### src/rtl/uart_rx_frame_ctrl_pkg.sv
// Shared types and constants for the UART receive frame controller.
// Holds the controller state encoding and the byte-time arithmetic used by the timeout.
package uart_rx_frame_ctrl_pkg;

    typedef enum logic [2:0] {
        ST_IDLE,
        ST_LEN,
        ST_PAYLOAD,
        ST_CHK,
        ST_DRAIN
    } state_t;

    // One UART byte (start + 8 data + stop) spans 10 bit times of 4*CLK_DIV clocks.
    localparam int BYTE_CLKS_PER_DIV = 40;

    function automatic logic [31:0] timeout_clks(input int clk_div, input int bytes);
        return 32'(bytes * BYTE_CLKS_PER_DIV * clk_div);
    endfunction

endpackage

### src/rtl/uart_frame_buf.sv
// Payload holding buffer: MAX_LEN x 8 register array, one synchronous write port
// and one asynchronous read port so the drain side sees data the cycle the pointer moves.
module uart_frame_buf #(
    parameter int DEPTH = 16,
    parameter int PTR_W = $clog2(DEPTH + 1)
) (
    input  logic             i_clk,
    input  logic             i_wr_en,
    input  logic [PTR_W-1:0] i_wr_addr,
    input  logic [7:0]       i_wr_data,
    input  logic [PTR_W-1:0] i_rd_addr,
    output logic [7:0]       o_rd_data
);

    localparam int AW = (DEPTH > 1) ? $clog2(DEPTH) : 1;

    logic [7:0]    r_mem [DEPTH];
    logic [AW-1:0] w_wr_idx;
    logic [AW-1:0] w_rd_idx;
    logic          w_wr_in_range;
    logic          w_rd_in_range;

    assign w_wr_idx      = i_wr_addr[AW-1:0];
    assign w_rd_idx      = i_rd_addr[AW-1:0];
    assign w_wr_in_range = (int'(i_wr_addr) < DEPTH);
    assign w_rd_in_range = (int'(i_rd_addr) < DEPTH);

    // Storage is pure data: the controller never reads an entry it has not written this frame.
    always_ff @(posedge i_clk) begin
        if (i_wr_en && w_wr_in_range) begin
            r_mem[w_wr_idx] <= i_wr_data;
        end
    end

    assign o_rd_data = w_rd_in_range ? r_mem[w_rd_idx] : 8'h00;

endmodule

### src/rtl/uart_rx_frame_ctrl.sv
// Frames the uart_rx byte stream as SYNC, LEN, payload, CHK; buffers the payload until the
// checksum passes, then drains it over a valid/ready stream. Bad, short or stalled frames are dropped.
module uart_rx_frame_ctrl
    import uart_rx_frame_ctrl_pkg::*;
#(
    parameter int         CLK_DIV       = 108,
    parameter logic [7:0] SYNC_BYTE     = 8'hA5,
    parameter int         MAX_LEN       = 16,
    parameter int         TIMEOUT_BYTES = 4
) (
    input  logic       clk,
    input  logic       rst_n,
    input  logic       rx_done,
    input  logic [7:0] rx_data,
    output logic       frm_valid,
    input  logic       frm_ready,
    output logic [7:0] frm_data,
    output logic       frm_last,
    output logic       busy,
    output logic       err_chk,
    output logic       err_len,
    output logic       err_timeout,
    output logic       err_overrun
);

    localparam int          PTR_W     = $clog2(MAX_LEN + 1);
    localparam logic [31:0] TO_LIMIT  = timeout_clks(CLK_DIV, TIMEOUT_BYTES);
    localparam logic [7:0]  MAX_LEN_B = 8'(MAX_LEN);

    state_t           r_state;
    logic [PTR_W-1:0] r_wr_ptr;
    logic [PTR_W-1:0] r_rd_ptr;
    logic [7:0]       r_len;
    logic [7:0]       r_sum;
    logic [31:0]      r_to_cnt;
    logic             r_frm_valid;
    logic             r_err_chk;
    logic             r_err_len;
    logic             r_err_timeout;
    logic             r_err_overrun;

    logic             w_wr_en;
    logic [7:0]       w_rd_data;
    logic             w_len_ok;
    logic             w_chk_ok;
    logic             w_wr_last;
    logic             w_rd_last;
    logic             w_timeout;
    logic             w_handshake;
    logic             w_to_active;

    assign w_wr_en     = (r_state == ST_PAYLOAD) && rx_done;
    assign w_len_ok    = (rx_data != 8'h00) && (rx_data <= MAX_LEN_B);
    assign w_chk_ok    = (8'(r_sum + rx_data) == 8'h00);
    assign w_wr_last   = (8'(r_wr_ptr) == (r_len - 8'd1));
    assign w_rd_last   = (8'(r_rd_ptr) == (r_len - 8'd1));
    assign w_timeout   = (r_to_cnt == (TO_LIMIT - 32'd1));
    assign w_handshake = r_frm_valid && frm_ready;
    assign w_to_active = (r_state == ST_LEN) || (r_state == ST_PAYLOAD) || (r_state == ST_CHK);

    uart_frame_buf #(
        .DEPTH (MAX_LEN),
        .PTR_W (PTR_W)
    ) u_buf (
        .i_clk     (clk),
        .i_wr_en   (w_wr_en),
        .i_wr_addr (r_wr_ptr),
        .i_wr_data (rx_data),
        .i_rd_addr (r_rd_ptr),
        .o_rd_data (w_rd_data)
    );

    always_ff @(posedge clk or negedge rst_n) begin
        if (!rst_n) begin
            r_state       <= ST_IDLE;
            r_wr_ptr      <= '0;
            r_rd_ptr      <= '0;
            r_len         <= 8'h00;
            r_sum         <= 8'h00;
            r_to_cnt      <= 32'd0;
            r_frm_valid   <= 1'b0;
            r_err_chk     <= 1'b0;
            r_err_len     <= 1'b0;
            r_err_timeout <= 1'b0;
            r_err_overrun <= 1'b0;
        end else begin
            r_err_chk     <= 1'b0;
            r_err_len     <= 1'b0;
            r_err_timeout <= 1'b0;
            r_err_overrun <= 1'b0;

            // Gap counter only runs while a frame is being received.
            if (rx_done || !w_to_active) begin
                r_to_cnt <= 32'd0;
            end else begin
                r_to_cnt <= r_to_cnt + 32'd1;
            end

            case (r_state)
                ST_IDLE: begin
                    if (rx_done && (rx_data == SYNC_BYTE)) begin
                        r_state <= ST_LEN;
                    end
                end
                ST_LEN: begin
                    if (rx_done) begin
                        r_len <= rx_data;
                        if (w_len_ok) begin
                            r_state  <= ST_PAYLOAD;
                            r_sum    <= rx_data;
                            r_wr_ptr <= '0;
                        end else begin
                            r_state   <= ST_IDLE;
                            r_err_len <= 1'b1;
                        end
                    end else if (w_timeout) begin
                        r_state       <= ST_IDLE;
                        r_err_timeout <= 1'b1;
                    end
                end
                ST_PAYLOAD: begin
                    if (rx_done) begin
                        r_wr_ptr <= r_wr_ptr + 1'b1;
                        r_sum    <= r_sum + rx_data;
                        if (w_wr_last) begin
                            r_state <= ST_CHK;
                        end
                    end else if (w_timeout) begin
                        r_state       <= ST_IDLE;
                        r_err_timeout <= 1'b1;
                    end
                end
                ST_CHK: begin
                    if (rx_done) begin
                        if (w_chk_ok) begin
                            r_state     <= ST_DRAIN;
                            r_rd_ptr    <= '0;
                            r_frm_valid <= 1'b1;
                        end else begin
                            r_state   <= ST_IDLE;
                            r_err_chk <= 1'b1;
                        end
                    end else if (w_timeout) begin
                        r_state       <= ST_IDLE;
                        r_err_timeout <= 1'b1;
                    end
                end
                ST_DRAIN: begin
                    // Incoming bytes cannot be buffered while the payload is still held.
                    if (rx_done) begin
                        r_err_overrun <= 1'b1;
                    end
                    if (w_handshake) begin
                        if (w_rd_last) begin
                            r_state     <= ST_IDLE;
                            r_frm_valid <= 1'b0;
                            r_rd_ptr    <= '0;
                        end else begin
                            r_rd_ptr <= r_rd_ptr + 1'b1;
                        end
                    end
                end
                default: begin
                    r_state <= ST_IDLE;
                end
            endcase
        end
    end

    assign frm_valid   = r_frm_valid;
    assign frm_data    = r_frm_valid ? w_rd_data : 8'h00;
    assign frm_last    = r_frm_valid && w_rd_last;
    assign busy        = (r_state != ST_IDLE);
    assign err_chk     = r_err_chk;
    assign err_len     = r_err_len;
    assign err_timeout = r_err_timeout;
    assign err_overrun = r_err_overrun;

endmodule

### config.mk
export PLATFORM = sky130hd
export DESIGN_NAME = uart_rx_frame_ctrl
export DESIGN_NICKNAME = d
export VERILOG_FILES = /design/src/rtl/uart_rx_frame_ctrl_pkg.sv /design/src/rtl/uart_frame_buf.sv /design/src/rtl/uart_rx_frame_ctrl.sv
export SDC_FILE = /design/constraint.sdc
export NUM_CORES = 1
export LEC_CHECK = 0
export CORE_MARGIN = 1.5
export CORE_UTILIZATION = 55
export CTS_BUF_LIST = sky130_fd_sc_hd__clkbuf_8
export DETAILED_ROUTE_END_ITERATION = 8
export GPL_ROUTABILITY_DRIVEN = 1
export MAX_ROUTING_LAYER = met4
export PLACE_DENSITY = 0.83
export SLEW_MARGIN = 20
export SYNTH_ARGS = -nofsm -noshare
export SYNTH_HDL_FRONTEND = slang
export SYNTH_SLANG_ARGS = --single-unit
### constraint.sdc
create_clock -name clk -period 2.7 [get_ports clk]
set_input_delay 0.54 -clock clk [delete_from_list [all_inputs] [get_ports clk]]
set_output_delay 0.54 -clock clk [all_outputs]
set_load 0.005 [all_outputs]
==> results_dict.tcl, run 1 <==
set metrics [dict create \
    status "complete, but fails checks" \
    violations "setup timing" \
    crit_arrival_ps 2580 \
    syn_nets 639 \
    synthFlopType "edfxtp_1" \
    grt_overflow 0 \
    drv_cap 0 \
    worstMarginPinSlew_ps 716.1 \
    placed_area_um2 9748 \
    dr.pass1.iters 5 \
    timing.rr.end "r_rd_ptr[2]" \
    hold_violations 0 \
    place_ws_ps -604.8 \
    synthDistinctLibCells 55 \
    path_class "flop to output port" \
    regArea_um2 5498 \
    fin_crit_ps 3124 \
    fmax_mhz 320.1 \
    synth_warnings 0 \
    regToRegStartpoint "r_sum[0]" \
    netlist_area_um2 8810 \
    fp-row-count 46 \
    antenna-diode-count 0 \
    cts_tree "yes" \
    clockRootBuffer "clkbuf_8" \
    area_growth_pct 19.37 \
    critPathMaxFanout 6 \
    die_h_um 129.6 \
    max-slew-margin-rel_pct 52.15 \
    stdcell_count 945 \
    ios 27 \
    skew_ps 9.496 \
    drtAntennaViolNets 0 \
    placedCellCount 889 \
    gp_congestion 0.9310 \
    fin_crit_sh_pct 115.7 \
    grt_pass1_vias 5783 \
    synth_cells 612 \
    multi_input_area_um2 3282 \
    final_nets 744 \
    vias_per_cell 6.076 \
    synth_top_area_cell "edfxtp_1" \
    wl_per_cell_um 21.37 \
    clk_pin_slew_worst_paths_ps 90 \
    holdCritPathClass "primary input to asynchronous set/reset pin" \
    holdWs_ps 89.29 \
    num_vias 5742 \
    fin_area_um2 10520 \
    worst_slack_ps -424.2 \
    grt_max_degree 30 \
    powerDensity_nw_per_um2 536.1 \
    track_usage_pct 26.44 \
    setup_viol 8 \
    ys_seq_area_share_pct 62.38 \
    synthTopCellsByArea "edfxtp_1 44%, dfrtp_1 19%, mux4_2 10%" \
    core_um2 15770 \
    fp.dieW_um 129.6 \
    netlist.area_leader.share_pct 43.63 \
    reg2reg_setup_slack_ps 200 \
    dieArea_um2 16790 \
    critical_path.endpoint_type "output port" \
    antenna_found_initial 0 \
    routed_wl_um 20190 \
    cp.required_ps 2160 \
    numCtsBuffers 17 \
    syn_avg_cell_area_um2 14.39 \
    power_mw 5.638 \
    synth_edf_count 128 \
    cts_hold_buf 0 \
    ys_ff_latch 194 \
    num-fill-cells 1106 \
    p_leak_nw 3.974 \
    post-route-util_pct 66.69 \
    drv_slew 0 \
    htreeDepth 4 \
    portBuffers 26 \
    startpoint_type "flop" \
    drc 0 \
    drive_above_1_share_pct 28.40 \
    cts.sinks 194 \
    grt_pass1_wl_um 31490 \
    cts_max_path_buffers 2 \
    hpwl_um 13260 \
    vdd_drop_max_mv 0.2784 \
    async_flop_share_pct 34.02 \
    initial_core_util_pct 55.86 \
    drt_iter0_drc 472 \
    insertion_delay_ps 470 \
    rsz0062_at_grt "true" \
    setup_tns_ps -3013 \
    reg2reg_depth 8 \
]
[placed cells by master (no fill, tap or decap), types with 13 or more instances in the layout]
master,instances
nand3_1,25
xor2_1,26
mux4_2,40
nor2_1,61
nand2_1,33
buf_6,15
nor3_1,13
xnor2_1,18
clkdlybuf4s50_1,15
o21ai_0,17
buf_4,64
dfrtp_1,64
clkbuf_8,17
edfxtp_1,128
[worst max-delay path: stages (launching register included)]
cell and delay [ps]:
dfrtp_2 480, buf_12 150, buf_6 100, buf_6 80, mux4_2 520, mux4_2 500
nor2b_4 140, buf_2 150
[where the power goes]
group          total [mW]  internal (mW)  switching, mW  leakage, nW
sequential           3.18           3.17        0.00776         2.01
clock                2.01           1.00           1.01        0.205
combinational       0.446          0.231          0.215         1.76
[kinds of logic after synthesis]
group                    share of synthesized area (%)
AO/OA/AOI/OAI                                    3.764
XOR/XNOR                                         4.729
adder cells (fa/ha/maj)                          2.216
buffers and inverters                            1.946
flip-flops                                       62.38
multiplexers                                     12.09
AND/OR/NAND/NOR                                  12.88
[sequential cells by signal, summed over array words and instances, names as in the netlist]
signal and cells:
r_sum 8, r_wr_ptr 5, r_state 3, r_to_cnt 32
err_overrun 1, r_len 8, err_timeout 1, err_chk 1
r_rd_ptr 5, u_buf.r_mem 128, err_len 1, frm_valid 1
[cells in the mapped netlist, types with 4 or more instances]
cell / number
edfxtp_1: 128
dfrtp_1: 66
nor2_1: 61
mux4_2: 40
nand2_1: 33
xor2_1: 26
nand3_1: 25
xnor2_1: 19
o21ai_0: 17
clkbuf_1: 14
ha_1: 14
inv_1: 14
nor2b_1: 14
nor3_1: 14
and3_1: 11
mux2_2: 11
or3_1: 8
a21oi_1: 6
nor4b_1: 6
a31oi_1: 5
nand2b_1: 5
nand4_1: 5
nor4_1: 5
o211ai_1: 5
and4_1: 4
buf_1: 4
mux2i_1: 4
o22ai_1: 4
[repair_timing]
action | 4_1_cts | 5_1_grt
resized for setup | 55 | 29
cloned | 2 | 0
pin swaps | 5 | 6
buffers inserted | 21 | 7
endpoints found under the setup margin | 14 | 14
[area by class of cell]
class                           instances  area share, %
Inverter                               14         0.4997
Multi-Input combinational cell        380          31.21
Clock buffer                           17          2.225
Clock inverter                         14          1.785
Sequential cell                       194          52.28
Tap cell                              216          2.570
Timing Repair Buffer                  110          9.435
[how the worst max path moves through the flow]
stage | start | endpoint | slack [ps] | depth (start not counted)
after CTS | r_rd_ptr[0] | frm_data[7] | -480 | 7
after detailed placement | rx_data[0] | r_rd_ptr[2] | -600 | 9
after floorplan | rx_done | u_buf.r_mem[0][0] | 200 | 7
after global placement | rx_data[0] | r_rd_ptr[3] | -490 | 9
after global routing | r_rd_ptr[0] | frm_data[7] | -500 | 7
final | r_rd_ptr[0] | frm_data[7] | -420 | 7
[metal layers]
layer | track usage (%) | part of all wire (%) | vias up
met3 | 5.698 | 5.6 | 52
met1 | 31.18 | 40 | 2932
met4 | 12.03 | 3.6 | 0
li1 | - | - | 2519
met5 | - | 0 | -
met2 | 43.76 | 51 | 239
(Power assumes the default switching activity.)
==> run 2: changes to the inputs <==
Settings changed: CORE_MARGIN 1.5 to unset, HOLD_SLACK_MARGIN set to 0.03, REMOVE_ABC_BUFFERS set to 1.
==> results_dict.tcl, run 2 (same netlist as run 1, synthesis figures left out) <==
set metrics [dict create \
    power_frac_clock_pct 34.8 \
    numCtsBuffers 17 \
    cts.sinks 194 \
    hpwl_um 13630 \
    fmax_mhz 326.9 \
    drv_cap 0 \
    wl_per_cell_um 22.26 \
    path_class "flop to output port" \
    num_vias 5642 \
    insertion_delay_ps 470 \
    cts_tree "yes" \
    path_common_cell "mux4_2" \
    antenna_found_initial 0 \
    drive_above_1_share_pct 26.15 \
    path_buf_inv 3 \
    power_frac_seq_pct 57.9 \
    cp.required_ps 2160 \
    mostFrequentLayoutCell "edfxtp_1" \
    drtAntennaViolNets 0 \
    fp-row-count 45 \
    critical_path.endpoint_type "output port" \
    switching_share_pct 22.11 \
    rsz0062_at_grt "true" \
    grt_max_degree 42 \
    setup_viol 8 \
    dr.pass1.iters 5 \
    place_ws_ps -716.1 \
    cts_hold_buf 0 \
    top_register "u_buf.r_mem" \
    violations "setup timing" \
    grt_pass1_wl_um 32250 \
    vdd_drop_max_mv 0.3005 \
    antenna-diode-count 0 \
    layout_common_cells "128 x edfxtp_1, 65 x dfrtp_1, 61 x nor2_1" \
    top_regs "u_buf.r_mem (128), r_to_cnt (32)" \
    vias_per_cell 6.093 \
    slowest_delay_ps 550 \
    skew_ps 15.14 \
    cp_num_cells 6 \
    fp.dieW_um 128.6 \
    holdWs_ps 79.11 \
    crit_arrival_ps 2520 \
    die_h_um 128.6 \
    setup_tns_ps -2614 \
    cts_max_path_buffers 2 \
    fin_area_um2 10330 \
    routed_wl_um 20610 \
    max-slew-margin-rel_pct 57.31 \
    core_um2 15430 \
    drt_iter0_drc 571 \
    holdCritPathClass "primary input to asynchronous set/reset pin" \
    p_leak_nw 3.896 \
    initial_core_util_pct 57.10 \
    fin_crit_ps 3059 \
    post-route-util_pct 66.95 \
    crit_family "multiplexers" \
    dieArea_um2 16530 \
    final_nets 730 \
    grt_pass1_vias 5943 \
    portBuffers 26 \
    gp_congestion 0.9270 \
    worst_slack_ps -359.3 \
    num-fill-cells 1029 \
    fin_crit_sh_pct 113.3 \
    grt_overflow 0 \
    drv_slew 0 \
    powerDensity_nw_per_um2 532.1 \
    ios 27 \
    switchingPower_mw 1.215 \
    critPathMaxFanout 7 \
    track_usage_pct 28.18 \
    worstMarginPinSlew_ps 638.8 \
    reg2reg_depth 8 \
    status "complete, but fails checks" \
    startpoint_type "flop" \
    hold_violations 0 \
    clockRootBuffer "clkbuf_8" \
    htreeDepth 4 \
    crit_slowest_cell "mux4_2" \
    area_growth_pct 17.24 \
    intPower_mw 4.281 \
    drc 0 \
    path_cells "buf_6, buf_12, mux4_2, mux4_2, nor2b_4, buf_2" \
    largest_reg_flops 128 \
    clk_pin_slew_worst_paths_ps 100 \
    placed_area_um2 9767 \
    pwr-share-comb_pct 7.4 \
]
run 2: cell types whose count changed in the layout (fill, tap and decap cells not counted), sizes merged:
cell / delta
buf: -14
clkinv: +1
clkinvlp: -1
bufinv: -1
inv: +1
run 2: worst paths after layout:
check	startpoint	slack, ps	to
max reg2reg	r_sum[0]	120	r_rd_ptr[3]
min in group clk	r_to_cnt[0]	510	r_to_cnt[0]
max in group asynchronous	rst_n	1980	r_rd_ptr[0]
min reg2reg	r_to_cnt[0]	510	r_to_cnt[0]
max	r_rd_ptr[0]	-360	frm_data[5]
min	rst_n	80	r_to_cnt[21]
run 2: routing by layer:
metal	vias up	routed length, um	track usage (%)
li1	2485	-	-
met1	2880	7513	31.15
met2	214	11000	48.30
met3	63	1117	5.489
met4	0	976	15.02
met5	-	0	-
run 2: power by group through the flow:
| stage | clock network (mW) | logic, mW | registers [mW] |
|---|---|---|---|
| finish | 1.91 | 0.406 | 3.18 |
| global route | 2.06 | 0.434 | 3.18 |
| CTS | 1.94 | 0.421 | 3.18 |
| detailed placement | 0 | 0.374 | 3.25 |
| global placement | 0 | 0.357 | 3.24 |
| floorplan | 0 | 0.159 | 3.27 |
run 2: repair_timing:
| action | 4_1_cts | 5_1_grt |
|---|---|---|
| endpoints found under the setup margin | 16 | 15 |
| buffers inserted | 8 | 0 |
| gates resized for setup | 55 | 16 |
| gates cloned | 2 | 0 |
| endpoints found under the hold margin | 0 | 0 |
| pin swaps | 2 | 7 |
run 2: metrics by stage:
step	cells	total power, mW
after floorplan	588	3.431
after global placement	889	3.602
after detailed placement	889	3.619
after CTS	929	5.537
after global routing	926	5.677
final	926	5.496
run 2: cell type report:
class | instances | area [um^2] | area share (%)
Clock buffer | 17 | 234.0 | 2.265
Clock inverter | 14 | 161.4 | 1.563
Inverter | 14 | 52.55 | 0.5088
Multi-Input combinational cell | 380 | 3268 | 31.64
Sequential cell | 194 | 5497 | 53.22
Tap cell | 211 | 264.0 | 2.556
Timing Repair Buffer | 96 | 852.1 | 8.250
==> run 3: changes to the inputs <==
Settings changed: MAX_ROUTING_LAYER met4 to unset.
==> results_dict.tcl, run 3 (same netlist as run 1, synthesis figures left out) <==
set metrics [dict create \
    cts_max_path_buffers 2 \
    dieArea_um2 16530 \
    top_layer_used "met4" \
    regArea_um2 5497 \
    wl_per_cell_um 22.25 \
    grt_pass1_wl_um 32200 \
    rsz0062_at_grt "true" \
    gp_congestion 0.9112 \
    powerDensity_nw_per_um2 531.6 \
    dr.pass1.iters 5 \
    top_register "u_buf.r_mem" \
    setup_viol 8 \
    numCtsBuffers 17 \
    num-fill-cells 1028 \
    insertion_delay_ps 470 \
    drt_iter0_drc 506 \
    wl_met1_um 7589 \
    htreeDepth 4 \
    violations "setup timing" \
    die_h_um 128.6 \
    max-slew-margin-rel_pct 56.90 \
    path_class "flop to output port" \
    worstMarginPinSlew_ps 644.9 \
    drv_slew 0 \
    p_leak_nw 3.899 \
    portBuffers 26 \
    fin_crit_sh_pct 112.8 \
    multi_input_area_um2 3263 \
    skew_ps 16.36 \
    hold_violations 0 \
    hpwl_um 13630 \
    drtAntennaViolNets 0 \
    fp.dieW_um 128.6 \
    ios 27 \
    holdCritPathClass "primary input to asynchronous set/reset pin" \
    drive_above_1_share_pct 26.12 \
    worst_slack_ps -346.6 \
    largest_reg_flops 128 \
    startpoint_type "flop" \
    routed_wl_um 20630 \
    wl_met3_um 1032 \
    grt_max_degree 42 \
    critPathMaxFanout 7 \
    mostFrequentLayoutCell "edfxtp_1" \
    top_regs "u_buf.r_mem (128), r_to_cnt (32)" \
    vias_per_cell 6.083 \
    cts_hold_buf 0 \
    final_nets 731 \
    placed_area_um2 9767 \
    track_usage_pct 27.29 \
    clk_pin_slew_worst_paths_ps 100 \
    post-route-util_pct 66.97 \
    status "complete, but fails checks" \
    fin_crit_ps 3047 \
    holdWs_ps 81.65 \
    num_vias 5639 \
    grt_overflow 0 \
    cts.sinks 194 \
    core_um2 15430 \
    cts_tree "yes" \
    fp-row-count 45 \
    vdd_drop_max_mv 0.3011 \
    clockRootBuffer "clkbuf_8" \
    fmax_mhz 328.2 \
    crit_arrival_ps 2510 \
    wl_met2_um 11100 \
    fin_area_um2 10330 \
    initial_core_util_pct 57.10 \
    layout_common_cells "128 x edfxtp_1, 65 x dfrtp_1, 61 x nor2_1" \
    cp.required_ps 2160 \
    grt_pass1_vias 5940 \
    area_growth_pct 17.27 \
    critical_path.endpoint_type "output port" \
    antenna_found_initial 0 \
    drc 0 \
    drv_cap 0 \
    antenna-diode-count 0 \
]
[run 3: cell types whose count changed in the layout (fill, tap and decap cells not counted)]
cell      delta
a211oi_2     -1
buf_4        +1
a211oi_1     +1
[run 3: per-stage QoR]
step	setup WS, ps	setup TNS [ps]	std cells	total power, mW
after global routing	-429.6	-3302	927	5.675
after global placement	-517.2	-5189	889	3.602
final	-346.6	-2542	927	5.492
after detailed placement	-716.1	-8291	889	3.619
after CTS	-428.3	-3080	929	5.537
after floorplan	-530.9	-4247	588	3.431
[run 3: what timing repair did]
| action | CTS | global route |
|---|---|---|
| gates resized for setup | 55 | 15 |
| endpoints found under the setup margin | 16 | 15 |
| pin swaps | 2 | 8 |
| buffers inserted | 8 | 1 |
| cloned | 2 | 0 |
[run 3: worst paths after layout]
kind	slack [ps]	startpoint	depth (start not counted)	end
max	-350	r_rd_ptr[0]	6	frm_data[5]
max reg2reg	150	r_sum[0]	8	r_rd_ptr[3]
min reg2reg	510	r_to_cnt[0]	1	r_to_cnt[0]
max in group asynchronous	1970	rst_n	2	r_rd_ptr[0]
min in group clk	510	r_to_cnt[0]	1	r_to_cnt[0]
min	80	rst_n	1	r_to_cnt[21]
[run 3: critical path: stages (launching register included)]
cell     delay (ps)
dfrtp_2         430
buf_6           130
buf_12          130
mux4_2          550
mux4_2          510
nor2b_4         140
buf_2           150
[run 3: where the power goes]
group	total [mW]	switching (mW)	internal (mW)
clock	1.91	1.00	0.907
sequential	3.18	0.00571	3.17
combinational	0.405	0.205	0.200
total	5.49	1.21	4.28
[run 3: layer usage]
metal  up-vias  GRT usage, %
met5         -             0
met4         0         15.57
met3        54         5.530
met2       214         48.24
met1      2880         30.94
li1       2491             -
[run 3: final cells by class]
type,count,share of cell area (%)
Tap cell,211,2.555
Clock buffer,17,2.265
Sequential cell,194,53.20
Inverter,14,0.5087
Clock inverter,14,1.562
Timing Repair Buffer,97,8.320
Multi-Input combinational cell,380,31.59
